File: src/rtl/mux_scan_controller.sv
// Scans an external 16x1 mux over the enabled channels in ascending order,
// holding sel for SETTLE_CYCLES before each sample, and publishes the result vector.
module mux_scan_controller #(
    parameter int unsigned SETTLE_CYCLES = 1
) (
    input  logic        clk,
    input  logic        rst_n,
    input  logic        start,
    input  logic        cont,
    input  logic [15:0] mask,
    input  logic        mux_out,
    output logic [3:0]  sel,
    output logic        busy,
    output logic        done,
    output logic [15:0] capture
);

    typedef enum logic [1:0] {
        ST_IDLE,
        ST_SETTLE,
        ST_SAMPLE,
        ST_FINISH
    } state_t;

    localparam logic [3:0] C_SETTLE = 4'(SETTLE_CYCLES);

    state_t      r_state;
    logic [15:0] r_mask;
    logic [15:0] r_buf;
    logic [3:0]  r_cnt;
    logic [3:0]  r_sel;
    logic        r_busy;
    logic        r_done;
    logic [15:0] r_capture;

    logic [15:0] w_above;
    logic [15:0] w_buf_sampled;
    logic [3:0]  w_first_idx;
    logic [3:0]  w_next_idx;
    logic        w_next_any;
    logic        w_launch;

    // Lowest set bit; callers only use the result when the vector is nonzero.
    function automatic logic [3:0] lowest_set(input logic [15:0] v);
        logic [3:0] idx;
        idx = 4'd0;
        for (int i = 15; i >= 0; i--) begin
            if (v[i]) begin
                idx = 4'(i);
            end
        end
        return idx;
    endfunction

    genvar gi;
    generate
        for (gi = 0; gi < 16; gi++) begin : g_bits
            assign w_above[gi]       = r_mask[gi] & (r_sel < 4'(gi));
            assign w_buf_sampled[gi] = (r_sel == 4'(gi)) ? mux_out : r_buf[gi];
        end
    endgenerate

    assign w_first_idx = lowest_set(mask);
    assign w_next_idx  = lowest_set(w_above);
    assign w_next_any  = |w_above;

    // A continuous-mode FINISH relaunches exactly like a start request in IDLE.
    assign w_launch = ((r_state == ST_IDLE) && start) || ((r_state == ST_FINISH) && cont);

    always_ff @(posedge clk or negedge rst_n) begin
        if (!rst_n) begin
            r_state   <= ST_IDLE;
            r_mask    <= 16'h0000;
            r_buf     <= 16'h0000;
            r_cnt     <= 4'd0;
            r_sel     <= 4'd0;
            r_busy    <= 1'b0;
            r_done    <= 1'b0;
            r_capture <= 16'h0000;
        end else if (w_launch) begin
            r_mask <= mask;
            r_buf  <= 16'h0000;
            r_busy <= 1'b1;
            if (mask != 16'h0000) begin
                r_sel   <= w_first_idx;
                r_cnt   <= C_SETTLE;
                r_state <= ST_SETTLE;
                r_done  <= 1'b0;
            end else begin
                r_sel     <= 4'd0;
                r_capture <= 16'h0000;
                r_state   <= ST_FINISH;
                r_done    <= 1'b1;
            end
        end else begin
            case (r_state)
                ST_IDLE: begin
                    r_sel  <= 4'd0;
                    r_busy <= 1'b0;
                    r_done <= 1'b0;
                end
                ST_SETTLE: begin
                    if (r_cnt <= 4'd1) begin
                        r_cnt   <= 4'd0;
                        r_state <= ST_SAMPLE;
                    end else begin
                        r_cnt <= r_cnt - 4'd1;
                    end
                end
                ST_SAMPLE: begin
                    r_buf <= w_buf_sampled;
                    if (w_next_any) begin
                        r_sel   <= w_next_idx;
                        r_cnt   <= C_SETTLE;
                        r_state <= ST_SETTLE;
                    end else begin
                        // Final sample goes straight into capture on the same edge.
                        r_capture <= w_buf_sampled;
                        r_sel     <= 4'd0;
                        r_state   <= ST_FINISH;
                        r_done    <= 1'b1;
                    end
                end
                ST_FINISH: begin
                    r_state <= ST_IDLE;
                    r_busy  <= 1'b0;
                    r_done  <= 1'b0;
                end
                default: begin
                    r_state <= ST_IDLE;
                    r_busy  <= 1'b0;
                    r_done  <= 1'b0;
                end
            endcase
        end
    end

    assign sel     = r_sel;
    assign busy    = r_busy;
    assign done    = r_done;
    assign capture = r_capture;

endmodule

File: config.mk
export PLATFORM = sky130hd
export DESIGN_NAME = mux_scan_controller
export DESIGN_NICKNAME = d
export VERILOG_FILES = /design/src/rtl/mux_scan_controller.sv
export SDC_FILE = /design/constraint.sdc
export NUM_CORES = 1
export LEC_CHECK = 0
export ABC_AREA = 1
export CAP_MARGIN = 0
export CELL_PAD_IN_SITES_DETAIL_PLACEMENT = 2
export CELL_PAD_IN_SITES_GLOBAL_PLACEMENT = 2
export CORE_ASPECT_RATIO = 1.5
export CORE_MARGIN = 2
export CORE_UTILIZATION = 35
export DETAILED_ROUTE_END_ITERATION = 10
export GPL_TIMING_DRIVEN = 0
export HOLD_SLACK_MARGIN = 0.12
export PLACE_DENSITY_LB_ADDON = 0.1
export SETUP_SLACK_MARGIN = 0.02
export SYNTH_ARGS = -nofsm -noshare
export SYNTH_HDL_FRONTEND = slang
export SYNTH_SLANG_ARGS = --single-unit
File: constraint.sdc
create_clock -name clk -period 2.9 [get_ports clk]
set_input_delay 0.435 -clock clk [delete_from_list [all_inputs] [get_ports clk]]
set_output_delay 0.435 -clock clk [all_outputs]
set_load 0.1 [all_outputs]
==> results.sh <==
export IMPL_coreArea_um2=9254
export IMPL_setup_worst_path_start="r_state[0]$_DFFE_PN0P_"
export IMPL_clkSinkCount=59
export IMPL_worstSetupPathType="reg2reg"
export IMPL_cts_max_path_buffers=2
export IMPL_hp_start="busy$_DFFE_PN0N_"
export IMPL_min_path_type="reg2reg"
export IMPL_dpl_worst_slack_ns=-0.02000
export IMPL_period_share_pct=89.73
export IMPL_leakage_uw=0.002012
export IMPL_crit_family="buffers and inverters"
export IMPL_globalRouteOverflowTotal=0
export IMPL_avgViaCountPerCell=5.229
export IMPL_finalSetupViolations=0
export IMPL_syn_area_um2=3323
export IMPL_port_buffers=42
export IMPL_slowest_delay_ns=0.44
export IMPL_wire_per_inst_um=18.73
export IMPL_fin_crit_ns=2.602
export IMPL_cap_violations=0
export IMPL_grt_pass1_wl_mm=17.82
export IMPL_rsz0062_at_grt="no"
export IMPL_place_congestion=0.8043
export IMPL_grt_max_degree=38
export IMPL_ant_nets=0
export IMPL_vdd_drop_max_v=0.0005259
export IMPL_r2r_start="r_state[0]$_DFFE_PN0P_"
export IMPL_post_cts_buffers=0
export IMPL_firstDrtPassIters=4
export IMPL_synth_cell_type_count=39
export IMPL_clock_skew_ns=0.007275
export IMPL_cts_tree="done"
export IMPL_start_util_pct=35.91
export IMPL_ys_ff_latch=59
export IMPL_crit_path_max_fanout=10
export IMPL_antenna_cells=0
export IMPL_path_cells="inv_1 > ha_1 > nand2_1 > nand2_1 > clkbuf_1 > clkbuf_2 > clkbuf_1 > o21ai_0"
export IMPL_worstPathRequired_ns=3.10
export IMPL_crit_path_end_kind="flop"
export IMPL_fp_row_count=43
export IMPL_cts_root_buf="clkbuf_16"
export IMPL_syn_to_final_growth_pct=28.61
export IMPL_status="complete, no violations"
export IMPL_antenna_found_initial=0
export IMPL_clk_pin_slew_ns=0.05
export IMPL_yosysTopAreaCellShare_pct=44.43
export IMPL_finalNetCount=491
export IMPL_setup_ws_ns=0.2977
export IMPL_r2r_slack_ns=0.30
export IMPL_die_width_um=83.56
export IMPL_crit_slowest_cell="clkbuf_1"
export IMPL_place_inst=563
export IMPL_setup_tns_final_ns=0
export IMPL_drive_gt1_share_pct=15.60
export IMPL_worst_pin_slew_ns=0.9739
export IMPL_synth_edf_count=0
export IMPL_synth_flop_cell="dfrtp_1"
export IMPL_synth_commonest_cells="nand2_1 (105), dfrtp_1 (59), inv_1 (49)"
export IMPL_worstPathArrival_ns=2.80
export IMPL_cts_buffers=9
export IMPL_wl_mm=10.86
export IMPL_drc_errors=0
export IMPL_fin_cells=580
export IMPL_drt_iter0_drc=117
export IMPL_syn_inst=408
export IMPL_ios=43
export IMPL_final_hold_violation_count=0
export IMPL_relSlewSlack_pct=34.87
export IMPL_synth_top_area_cell="dfrtp_1"
export IMPL_startpoint_type="flop"
export IMPL_synth_area_leaders="dfrtp_1 (44%), nand2_1 (12%), inv_1 (5.5%)"
export IMPL_hpwl_mm=7.992
export IMPL_yosysSeqAreaShare_pct=44.43
export IMPL_async_reset_ff_share_pct=100.0
export IMPL_vias=3033
export IMPL_path_buf_inv=4
export IMPL_die_h_um=123.3
export IMPL_clk_latency_ns=0.34
export IMPL_synth_nets=436
export IMPL_syn_area_per_cell_um2=8.145
export IMPL_fmax_mhz=384.3
export IMPL_fill_cells=1056
export IMPL_synth_warnings=0
export IMPL_p_per_area_nw_per_um2=1222
export IMPL_grt_pass1_vias=3388
export IMPL_slew_violations=0
export IMPL_synth_most_common_cell="nand2_1"
export IMPL_grt_usage_pct=22.57
export IMPL_cts_max_level=3
export IMPL_die_area_um2=10310
==> where the power goes <==
part	internal, µW	total [µW]	leakage (µW)	switching, µW
clock	908	1300	0.000179	391
combinational	720	2660	0.00108	1940
sequential	1090	1270	0.000749	173
==> worst register-to-register path, stage by stage (launching register included) <==
cell and delay [ns]:
dfrtp_1 0.40, inv_1 0.15, ha_1 0.21, nand2_1 0.07, nand2_1 0.26, clkbuf_1 0.44, clkbuf_2 0.38, clkbuf_1 0.40
o21ai_0 0.15
==> sequential cells by signal, indices dropped and copies added (netlist names) <==
| name | count |
|---|---|
| capture | 16 |
| r_buf | 16 |
| r_mask | 15 |
| r_cnt | 4 |
| sel | 4 |
| r_state | 2 |
| busy | 1 |
| done | 1 |
==> through the flow <==
step | instance area, µm² | hold slack [ns] | util (%) | power (µW)
finish | 4274 | 0.4888 | 46.19 | 5225
global placement | 3884 | 0.4570 | 41.97 | 3772
detailed placement | 3899 | 0.4722 | 42.13 | 3908
CTS | 4270 | 0.4941 | 46.15 | 5278
global route | 4274 | 0.5187 | 46.19 | 5569
floorplan | 3323 | 0.1394 | - | 3125
==> kinds of logic (layout without fill, tap and decap cells) <==
family          after synthesis  in the layout  share of synthesized area [%]
mux                          14             14                          4.744
compound gates               85             85                          15.40
flops                        59             59                          44.43
buf+inv                      71            131                          8.998
xor+xnor                      1              1                         0.2636
fa+ha+maj                     7              7                          2.635
simple gates                171            171                          23.53
==> worst paths after layout <==
check	end	cells after the start
min reg2reg	busy$_DFFE_PN0N_	2
min in group asynchronous	r_cnt[1]$_DFFE_PN0P_	2
max	r_mask[7]$_DFFE_PN0N_	8
max reg2reg	r_mask[7]$_DFFE_PN0N_	8
max in group asynchronous	capture[4]$_DFFE_PN0P_	3
min	busy$_DFFE_PN0N_	2
==> metal layers <==
metal,vias up,track usage [%],wire length [µm]
met1,1538,22.82,4050
li1,1441,-,-
met4,0,7.056,177
met2,43,46.20,6403
met5,-,0,0
met3,11,3.872,233
==> cell usage in the layout, fill, tap and decap left out, types with 8 or more instances in the layout <==
cell type	n
nand2_1	105
dfrtp_1	59
inv_1	49
clkdlybuf4s50_1	41
o21ai_0	34
a21oi_1	28
nor2_1	22
nand3_1	16
mux2_2	14
a311oi_1	9
clkbuf_16	9
clkbuf_1	8
==> timing repair <==
| item | CTS | global route |
|---|---|---|
| hold endpoints to repair | 10 | 0 |
| hold buffers | 1 | 0 |
| resized for setup | 0 | 3 |
| endpoints found under the setup margin | 0 | 6 |
==> area by class of cell <==
cell class,instances,area (µm²),share of cell area [%]
Inverter,57,216.5,5.064
Buffer,14,83.83,1.961
Clock inverter,4,95.09,2.225
Multi-Input combinational cell,278,1550,36.27
Tap cell,112,140.1,3.279
Clock buffer,12,266.5,6.235
Timing Repair Buffer,44,445.4,10.42
Sequential cell,59,1476,34.54
(Power assumes the default switching activity.)
